$ cat config.mk
export PLATFORM = sky130hd
export DESIGN_NAME = register_bank
export DESIGN_NICKNAME = d
export VERILOG_FILES = /design/src/rtl/register_bank_pkg.sv /design/src/rtl/rb_read_port.sv /design/src/rtl/register_bank.sv
export SDC_FILE = /design/constraint.sdc
export NUM_CORES = 1
export LEC_CHECK = 0
export ABC_AREA = 1
export CAP_MARGIN = 20
export CORE_AREA = 10 10 396 206
export CTS_CLUSTER_SIZE = 16
export DETAILED_ROUTE_END_ITERATION = 16
export DIE_AREA = 0 0 406 216
export PLACE_DENSITY = 0.62
export SETUP_SLACK_MARGIN = 0.2
export SLEW_MARGIN = 20
export SYNTH_ARGS = -nofsm -noshare
export SYNTH_HDL_FRONTEND = slang
export SYNTH_SLANG_ARGS = --single-unit
$ cat constraint.sdc
create_clock -name clock -period 2.6 [get_ports clock]
set_input_delay 0.65 -clock clock [delete_from_list [all_inputs] [get_ports clock]]
set_output_delay 0.65 -clock clock [all_outputs]
set_load 0.02 [all_outputs]
$ cat src/rtl/register_bank_pkg.sv
// Shared definitions for the register bank: default geometry, the address
// type for the default geometry, and the writable-address predicate used
// by both the write path and the read ports.
package register_bank_pkg;

    localparam int DEFAULT_DATA_WIDTH = 32;
    localparam int DEFAULT_NUM_REGS   = 16;

    typedef logic [$clog2(DEFAULT_NUM_REGS)-1:0] addr_t;

    // An index names a real register if it is below num_regs, and is not
    // the hardwired-zero R0 when zero_r0 is set.
    function automatic logic addr_ok(input int unsigned addr,
                                     input int unsigned num_regs,
                                     input bit          zero_r0);
        return (addr < num_regs) && !(zero_r0 && (addr == 0));
    endfunction

endpackage

$ cat src/rtl/rb_read_port.sv
// One combinational read port of the register bank.
//   addr      : register index to read
//   regs      : stored register contents
//   busy_bits : per-register busy flags
//   wr_valid  : a qualified (writable) write is presented this cycle
//   wr_addr   : write index
//   wr_data   : write data, forwarded when BYPASS and the indices match
//   data      : read data (0 for R0 with ZERO_R0 or out-of-range index)
//   busy      : addressed register awaits a write, unless the write is
//               being forwarded this very cycle
module rb_read_port
    import register_bank_pkg::*;
#(
    parameter int DATA_WIDTH = DEFAULT_DATA_WIDTH,
    parameter int NUM_REGS   = DEFAULT_NUM_REGS,
    parameter int ADDR_WIDTH = $clog2(NUM_REGS),
    parameter bit ZERO_R0    = 1'b1,
    parameter bit BYPASS     = 1'b1
) (
    input  logic [ADDR_WIDTH-1:0] addr,
    input  logic [DATA_WIDTH-1:0] regs [NUM_REGS],
    input  logic [NUM_REGS-1:0]   busy_bits,
    input  logic                  wr_valid,
    input  logic [ADDR_WIDTH-1:0] wr_addr,
    input  logic [DATA_WIDTH-1:0] wr_data,
    output logic [DATA_WIDTH-1:0] data,
    output logic                  busy
);

    logic in_range;
    logic hit;

    always_comb begin
        in_range = addr_ok(32'(addr), NUM_REGS, ZERO_R0);
        hit      = BYPASS && wr_valid && (wr_addr == addr);
        data     = '0;
        busy     = 1'b0;
        if (in_range) begin
            data = hit ? wr_data : regs[addr];
            busy = busy_bits[addr] && !hit;
        end
    end

endmodule

$ cat src/rtl/register_bank.sv
// Two-read, one-write register bank with per-register busy (reservation)
// tracking and a registered count of busy registers.
//   clock      : rising-edge clock
//   clear_n    : asynchronous active-low reset
//   sync_clear : synchronous clear of all state, overrides write/reserve
//   wr_en/wr_addr/wr_data : write port, also clears the target's busy bit
//   rsv_en/rsv_addr       : reserve port, sets the target's busy bit
//   rd_addr_a/b -> rd_data_a/b, busy_a/b : combinational read ports
//   busy_count : number of busy registers
module register_bank
    import register_bank_pkg::*;
#(
    parameter int DATA_WIDTH = DEFAULT_DATA_WIDTH,
    parameter int NUM_REGS   = DEFAULT_NUM_REGS,
    parameter int ADDR_WIDTH = $clog2(NUM_REGS),
    parameter bit ZERO_R0    = 1'b1,
    parameter bit BYPASS     = 1'b1,
    parameter logic [DATA_WIDTH-1:0] INIT = '0
) (
    input  logic                  clock,
    input  logic                  clear_n,
    input  logic                  sync_clear,
    input  logic                  wr_en,
    input  logic [ADDR_WIDTH-1:0] wr_addr,
    input  logic [DATA_WIDTH-1:0] wr_data,
    input  logic                  rsv_en,
    input  logic [ADDR_WIDTH-1:0] rsv_addr,
    input  logic [ADDR_WIDTH-1:0] rd_addr_a,
    input  logic [ADDR_WIDTH-1:0] rd_addr_b,
    output logic [DATA_WIDTH-1:0] rd_data_a,
    output logic [DATA_WIDTH-1:0] rd_data_b,
    output logic                  busy_a,
    output logic                  busy_b,
    output logic [ADDR_WIDTH:0]   busy_count
);

    typedef logic [ADDR_WIDTH:0] count_t;

    logic [DATA_WIDTH-1:0] regs [NUM_REGS];
    logic [NUM_REGS-1:0]   busy;
    logic [NUM_REGS-1:0]   busy_next;
    count_t                count_next;
    logic                  wr_ok;
    logic                  rsv_ok;
    logic                  same_addr;

    always_comb begin
        wr_ok      = wr_en  && addr_ok(32'(wr_addr),  NUM_REGS, ZERO_R0);
        rsv_ok     = rsv_en && addr_ok(32'(rsv_addr), NUM_REGS, ZERO_R0);
        same_addr  = wr_ok && rsv_ok && (wr_addr == rsv_addr);
        busy_next  = busy;
        count_next = busy_count;
        // Reserve is applied after the write so it wins on the same index.
        if (wr_ok)  busy_next[wr_addr]  = 1'b0;
        if (rsv_ok) busy_next[rsv_addr] = 1'b1;
        // Incremental count: a reserve of an idle register adds one; a
        // write to a busy register removes one unless it is re-reserved.
        if (rsv_ok && !busy[rsv_addr])
            count_next = count_next + count_t'(1);
        if (wr_ok && busy[wr_addr] && !same_addr)
            count_next = count_next - count_t'(1);
    end

    always_ff @(posedge clock or negedge clear_n) begin
        if (!clear_n) begin
            for (int unsigned i = 0; i < NUM_REGS; i++) regs[i] <= INIT;
            busy       <= '0;
            busy_count <= '0;
        end else if (sync_clear) begin
            for (int unsigned i = 0; i < NUM_REGS; i++) regs[i] <= INIT;
            busy       <= '0;
            busy_count <= '0;
        end else begin
            if (wr_ok) regs[wr_addr] <= wr_data;
            busy       <= busy_next;
            busy_count <= count_next;
        end
    end

    rb_read_port #(
        .DATA_WIDTH (DATA_WIDTH),
        .NUM_REGS   (NUM_REGS),
        .ADDR_WIDTH (ADDR_WIDTH),
        .ZERO_R0    (ZERO_R0),
        .BYPASS     (BYPASS)
    ) u_port_a (
        .addr      (rd_addr_a),
        .regs      (regs),
        .busy_bits (busy),
        .wr_valid  (wr_ok),
        .wr_addr   (wr_addr),
        .wr_data   (wr_data),
        .data      (rd_data_a),
        .busy      (busy_a)
    );

    rb_read_port #(
        .DATA_WIDTH (DATA_WIDTH),
        .NUM_REGS   (NUM_REGS),
        .ADDR_WIDTH (ADDR_WIDTH),
        .ZERO_R0    (ZERO_R0),
        .BYPASS     (BYPASS)
    ) u_port_b (
        .addr      (rd_addr_b),
        .regs      (regs),
        .busy_bits (busy),
        .wr_valid  (wr_ok),
        .wr_addr   (wr_addr),
        .wr_data   (wr_data),
        .data      (rd_data_b),
        .busy      (busy_b)
    );

endmodule

==> results of run 1 <==
==> tightest hold or removal path: cells and delay by family, from the launching register on <==
kind	cells	cell delay, ns
buffers and inverters	1	0.06
flip-flops	1	0.32
AND/OR/NAND/NOR	1	0.08
==> power groups by stage <==
stage	clock network (uW)	logic (uW)	registers, uW
6_report	7960	4720	8460
5_1_grt	8300	4880	8460
4_1_cts	7940	4310	8450
3_5_place_dp	0	3970	8610
3_3_place_gp	0	3950	8610
2_1_floorplan	0	1990	8600
==> synth_stat cells (all sizes together), types with 2 or more instances <==
cell type / n
a21oi: 478
a311oi: 11
a31oi: 3
a41oi: 53
buf: 156
clkbuf: 232
dfrtp: 533
ha: 2
inv: 367
nand2: 346
nand3: 434
nand4: 3
nor2: 82
nor3: 2
o211ai: 35
o21ai: 738
o221ai: 31
o22ai: 295
xnor2: 2
xor2: 9
==> through the flow <==
| step | util (%) | power [uW] |
|---|---|---|
| 3_5_place_dp | 48.8 | 12600 |
| 6_report | 55.6 | 21100 |
| 2_1_floorplan | - | 10600 |
| 3_3_place_gp | 48.8 | 12600 |
| 4_1_cts | 53.5 | 20700 |
| 5_1_grt | 55.6 | 21600 |
==> cell families after synthesis <==
| group | share of synthesized area, % |
|---|---|
| AOI/OAI and AO/OA | 30.8 |
| xor gates and xnor gates | 0.327 |
| adders and majority gates | 0.0848 |
| buffers and inverters | 10.4 |
| DFF | 45.2 |
| and+or+nand+nor | 13.2 |
==> cells in the final DEF, fill, tap and decap left out, types with 37 or more instances in the layout <==
| master | instances |
|---|---|
| o21ai_1 | 113 |
| buf_12 | 126 |
| nand2_2 | 68 |
| nand2_1 | 270 |
| nor2_1 | 57 |
| dfrtp_1 | 533 |
| o22ai_1 | 294 |
| o21ai_0 | 551 |
| inv_1 | 349 |
| buf_4 | 284 |
| nand3_1 | 360 |
| a41oi_4 | 53 |
| o21ai_4 | 46 |
| a21oi_1 | 439 |
| clkdlybuf4s50_1 | 40 |
| a21oi_2 | 37 |
| nand3_2 | 59 |
| buf_6 | 116 |
| clkbuf_16 | 62 |
==> final timing paths <==
kind,from,end,slack (ns),depth (start not counted)
setup reg to reg,busy[11],busy_count[4],0.61,17
max in group asynchronous,clear_n,regs[40],1.14,3
min in group asynchronous,clear_n,regs[376],0.52,2
hold reg to reg,regs[509],regs[509],0.50,2
setup / recovery,wr_addr[3],rd_data_b[31],-0.35,9
hold / removal,regs[509],regs[509],0.50,2
==> metal layers <==
layer | GRT usage [%] | vias up | part of all wire (%)
met1 | 45.9 | 16100 | 42
met4 | 9.41 | 0 | 3.8
met3 | 11.2 | 413 | 15
li1 | - | 14100 | -
met2 | 40.8 | 2710 | 39
met5 | 0 | - | 0
==> sequential cells by signal, indices dropped and copies added, names as in the netlist <==
name	count
regs	512
busy_count	5
busy	16
==> layout make-up <==
cell class                 count  share of cell area (%)
tap                          985                    2.98
clock inverter                23                   0.562
multi-input combinational   2527                    38.4
sequential                   533                    32.2
timing repair buffer         628                    18.7
inverter                     368                    3.59
clock buffer                  70                    3.54
timing repair inverter         2                  0.0785
antenna                        1                 0.00604
==> repair_timing <==
item | 4_1_cts | 5_1_grt
cloned | 17 | 12
endpoints found under the hold margin | 35 | 0
buffers inserted | 38 | 32
hold buffers | 1 | 0
setup endpoints to repair | 67 | 68
pin swaps | 64 | 115
gates resized for setup | 650 | 286
==> impl_metrics.tcl, run 1 <==
set metrics [dict create \
    die_height_um 216 \
    start_util_pct 39.6 \
    port_buffers 123 \
    preCtsSetupSlack_ns -1.35 \
    worstPathBufferInverterCount 6 \
    clk_latency_ns 0.63 \
    setup_viol 66 \
    seqCellArea_um2 13300 \
    synth_cell_type_count 38 \
    synth_area_um2 29500 \
    synth-seq-area-share_pct 45.2 \
    status "complete, but fails checks" \
    htreeDepth 2 \
    syn2layout_area_growth_pct 40.4 \
    synth_top_area_share_pct 45.2 \
    tightest_slew_ns 0.845 \
    clock_sinks 533 \
    clk_pin_slew_worst_paths_ns 0.07 \
    synth_nets 3871 \
    worst_slack_ns -0.352 \
    path_class "in2out" \
    drc 0 \
    clock_skew_ns 0.00897 \
    drt_iter0_markers 6089 \
    routed_via_density 6.49 \
    dp_hpwl_mm 93.4 \
    nets 4165 \
    coreArea_um2 74400 \
    failed_checks "setup timing" \
    rows 71 \
    ys.flop_type "dfrtp_1" \
    place.gp.congestion 0.956 \
    seqPwrFrac_pct 40.0 \
    pin_count 124 \
    min_period_ns 2.95 \
    pwr-share-comb_pct 22.3 \
    critPathMostFrequentCell "buf_6" \
    critPathCaptureType "output port" \
    design.die.area_um2 87700 \
    grt_max_degree 83 \
    antenna_found_initial 2 \
    ant_nets 0 \
    syn_inst 3816 \
    relSlewSlack_pct 43.6 \
    yosys-top-cells-area "dfrtp_1 45%, o21ai_0 12%, a21oi_1 8.1%" \
    synth_seq_cells 533 \
    grt_usage_pct 30.9 \
    irDropWorstVdd_mv 0.452 \
    wl_per_cell_um 28.1 \
    synth_top_area_cell "dfrtp_1" \
    syn_area_per_cell_um2 7.73 \
    routed_wl_mm 144 \
    vias 33300 \
    post-route-period-util_pct 114 \
    p_switching_uw 6660 \
    ys_async_sr_fraction_pct 100 \
    crit_fanout 5 \
    placed_cell_area_um2 36300 \
    netSwitchingFraction_pct 31.5 \
    grt_overflow 0 \
    rsz0062_at_grt "yes" \
    cts_tree "yes" \
    power.leakage_uw 0.0170 \
    root_buffer "clkbuf_16" \
    hold_viol_final 0 \
    crit_slowest_cell "a41oi_4" \
    cts_buffer_depth 3 \
    hold_path.class "reg2reg" \
    worst_setup_path_start_kind "input port" \
    hold_slack_ns 0.495 \
    clkPwrFrac_pct 37.7 \
    drive_gt1_share_pct 25.6 \
    synth_edf_count 0 \
    cpLargestDelayFamily "buffers and inverters" \
    fin_cells 5137 \
    placed_cells 4943 \
    dr.pass1.iters 6 \
    grt_pass1_wl_mm 208 \
    powerDensity_nw_per_um2 510 \
    multi_input_area_um2 15900 \
    timing.fmax_mhz 339 \
    worstPathArrival_ns 2.30 \
    die_w_um 406 \
    grt_pass1_vias 30000 \
    tns_ns -14.30 \
    fillers 6511 \
    ys_warn_count 0 \
    cts-buffers-inserted 50 \
    max_stage_delay_ns 0.31 \
    p_int_uw 14500 \
    slew_violations 0 \
    crit_required_ns 1.95 \
    cap_violations 0 \
    fin_area_um2 41400 \
    path_cells "buf_6, buf_6, xnor2_1, nand4_1, buf_6, buf_12, buf_6, a41oi_4, buf_6" \
]
No activity file was read; power rests on OpenSTA's default activity.
==> inputs of run 2 (changes only) <==
CORE_AREA = 10 10 283 285   (was 10 10 396 206)
DIE_AREA = 0 0 293 295   (was 0 0 406 216)
==> impl_metrics.tcl, run 2 (synthesis results as in run 1) <==
set metrics [dict create \
    status "complete, but fails checks" \
    failed_checks "setup timing" \
    layout_commonest_cell "o21ai_0" \
    hold_slack_ns 0.485 \
    min_period_ns 2.95 \
    worst_slack_ns -0.350 \
    powerDensity_nw_per_um2 537 \
    grt_pass1_wl_mm 200 \
    place.gp.congestion 0.948 \
    drc 0 \
    layout_common_cells "591 x o21ai_0, 533 x dfrtp_1, 447 x a21oi_1, 372 x nand3_1, 349 x inv_1" \
    post-route-period-util_pct 113 \
    critPathCaptureType "output port" \
    dp_hpwl_mm 85.2 \
    grt_max_degree 73 \
    tightest_slew_ns 0.781 \
    die_w_um 293 \
    hold_viol_final 0 \
    relSlewSlack_pct 47.9 \
    worstPathArrival_ns 2.30 \
    wl_per_cell_um 26.8 \
    antenna_found_initial 1 \
    rows 100 \
    hold_path.class "in2reg" \
    grt_pass1_vias 30500 \
    slew_violations 0 \
    clk_latency_ns 0.63 \
    coreArea_um2 74200 \
    vias 32400 \
    cts_buffer_depth 3 \
    start_util_pct 39.7 \
    power.leakage_uw 0.0168 \
    routed_via_density 6.37 \
    root_buffer "clkbuf_16" \
    cts-buffers-inserted 59 \
    rsz0062_at_grt "yes" \
    clk_pin_slew_worst_paths_ns 0.06 \
    crit_fanout 28 \
    drt_iter0_markers 4801 \
    tns_ns -15.49 \
    cap_violations 0 \
    nets 4127 \
    routed_wl_mm 136 \
    reg_top3 "regs (512), busy (16), busy_count (5)" \
    clock_skew_ns 0.00532 \
    crit_required_ns 1.95 \
    final_util_pct 55.0 \
    cts_tree "yes" \
    timing.fmax_mhz 339 \
    pin_count 124 \
    design.die.area_um2 86400 \
    path_class "in2out" \
    largest_register_ffs 512 \
    irDropWorstVdd_mv 0.532 \
    setup_viol 66 \
    die_height_um 295 \
    htreeDepth 2 \
    clock_sinks 533 \
    top_register "regs" \
    worst_setup_path_start_kind "input port" \
    dr.pass1.iters 7 \
    ant_nets 0 \
    grt_overflow 0 \
    port_buffers 123 \
    syn2layout_area_growth_pct 38.4 \
    grt_usage_pct 30.0 \
    drive_gt1_share_pct 23.8 \
]
[run 2: cell types whose count changed in the layout (fill, tap and decap cells not counted), sizes merged, moves of 2 or more]
cell / previous run / this run
clkdlybuf4s50: 40 / 42
buf: 569 / 521
bufinv: 3 / 5
clkbuf: 83 / 98
bufbuf: 2 / 6
inv: 371 / 369
[run 2: layout make-up]
type	count	area [um^2]
Multi-Input combinational cell	2527	15600
Sequential cell	533	13300
Timing Repair Buffer	581	7080
Antenna cell	1	2.50
Fill cell	6662	33400
Timing Repair inverter	2	20.0
Clock buffer	88	1820
Tap cell	969	1210
Inverter	368	1480
Clock inverter	22	249
[run 2: repair_timing]
action,4_1_cts,5_1_grt
pin swaps,65,90
gates cloned,14,9
buffers inserted,37,19
endpoints found under the setup margin,66,66
hold buffers,1,0
resized for setup,544,237
endpoints found under the hold margin,42,0
[run 2: per-layer routing]
layer	wire [um]	global-route usage, %
met1	53000	39.7
met2	59500	45.9
met3	16800	7.51
met4	6950	13.4
met5	0	0
[run 2: critical path: stages]
cell	delay (ns)
buf_8	0.13
buf_4	0.52
nand3_1	0.26
a311oi_2	0.33
buf_4	0.20
nor2_4	0.04
buf_6	0.13
[run 2: final timing paths]
| check | end | cells after the start | slack, ns | startpoint |
|---|---|---|---|---|
| setup reg to reg | busy_count[4] | 17 | 0.66 | busy[2] |
| min in group asynchronous | regs[9] | 2 | 0.57 | clear_n |
| max in group asynchronous | regs[27] | 4 | 1.23 | clear_n |
| hold reg to reg | regs[499] | 2 | 0.49 | regs[499] |
| setup / recovery | rd_data_a[13] | 7 | -0.35 | rd_addr_a[2] |
| hold / removal | busy_count[4] | 4 | 0.49 | sync_clear |
[run 2: power breakdown]
group	switching (uW)	internal, uW
clock	3680	5300
combinational	2750	1740
sequential	61.6	8400
[run 2: through the flow]
step / power [uW] / setup slack, ns / area (um^2) / instances
6_report: 21900 / -0.350 / 40800 / 5091
5_1_grt: 22500 / -0.340 / 40800 / 5091
4_1_cts: 21600 / -0.275 / 39600 / 5062
3_5_place_dp: 12500 / -1.22 / 36000 / 4900
3_3_place_gp: 12500 / -1.20 / 36000 / 4900
2_1_floorplan: 10600 / 0.144 / 31400 / 3816
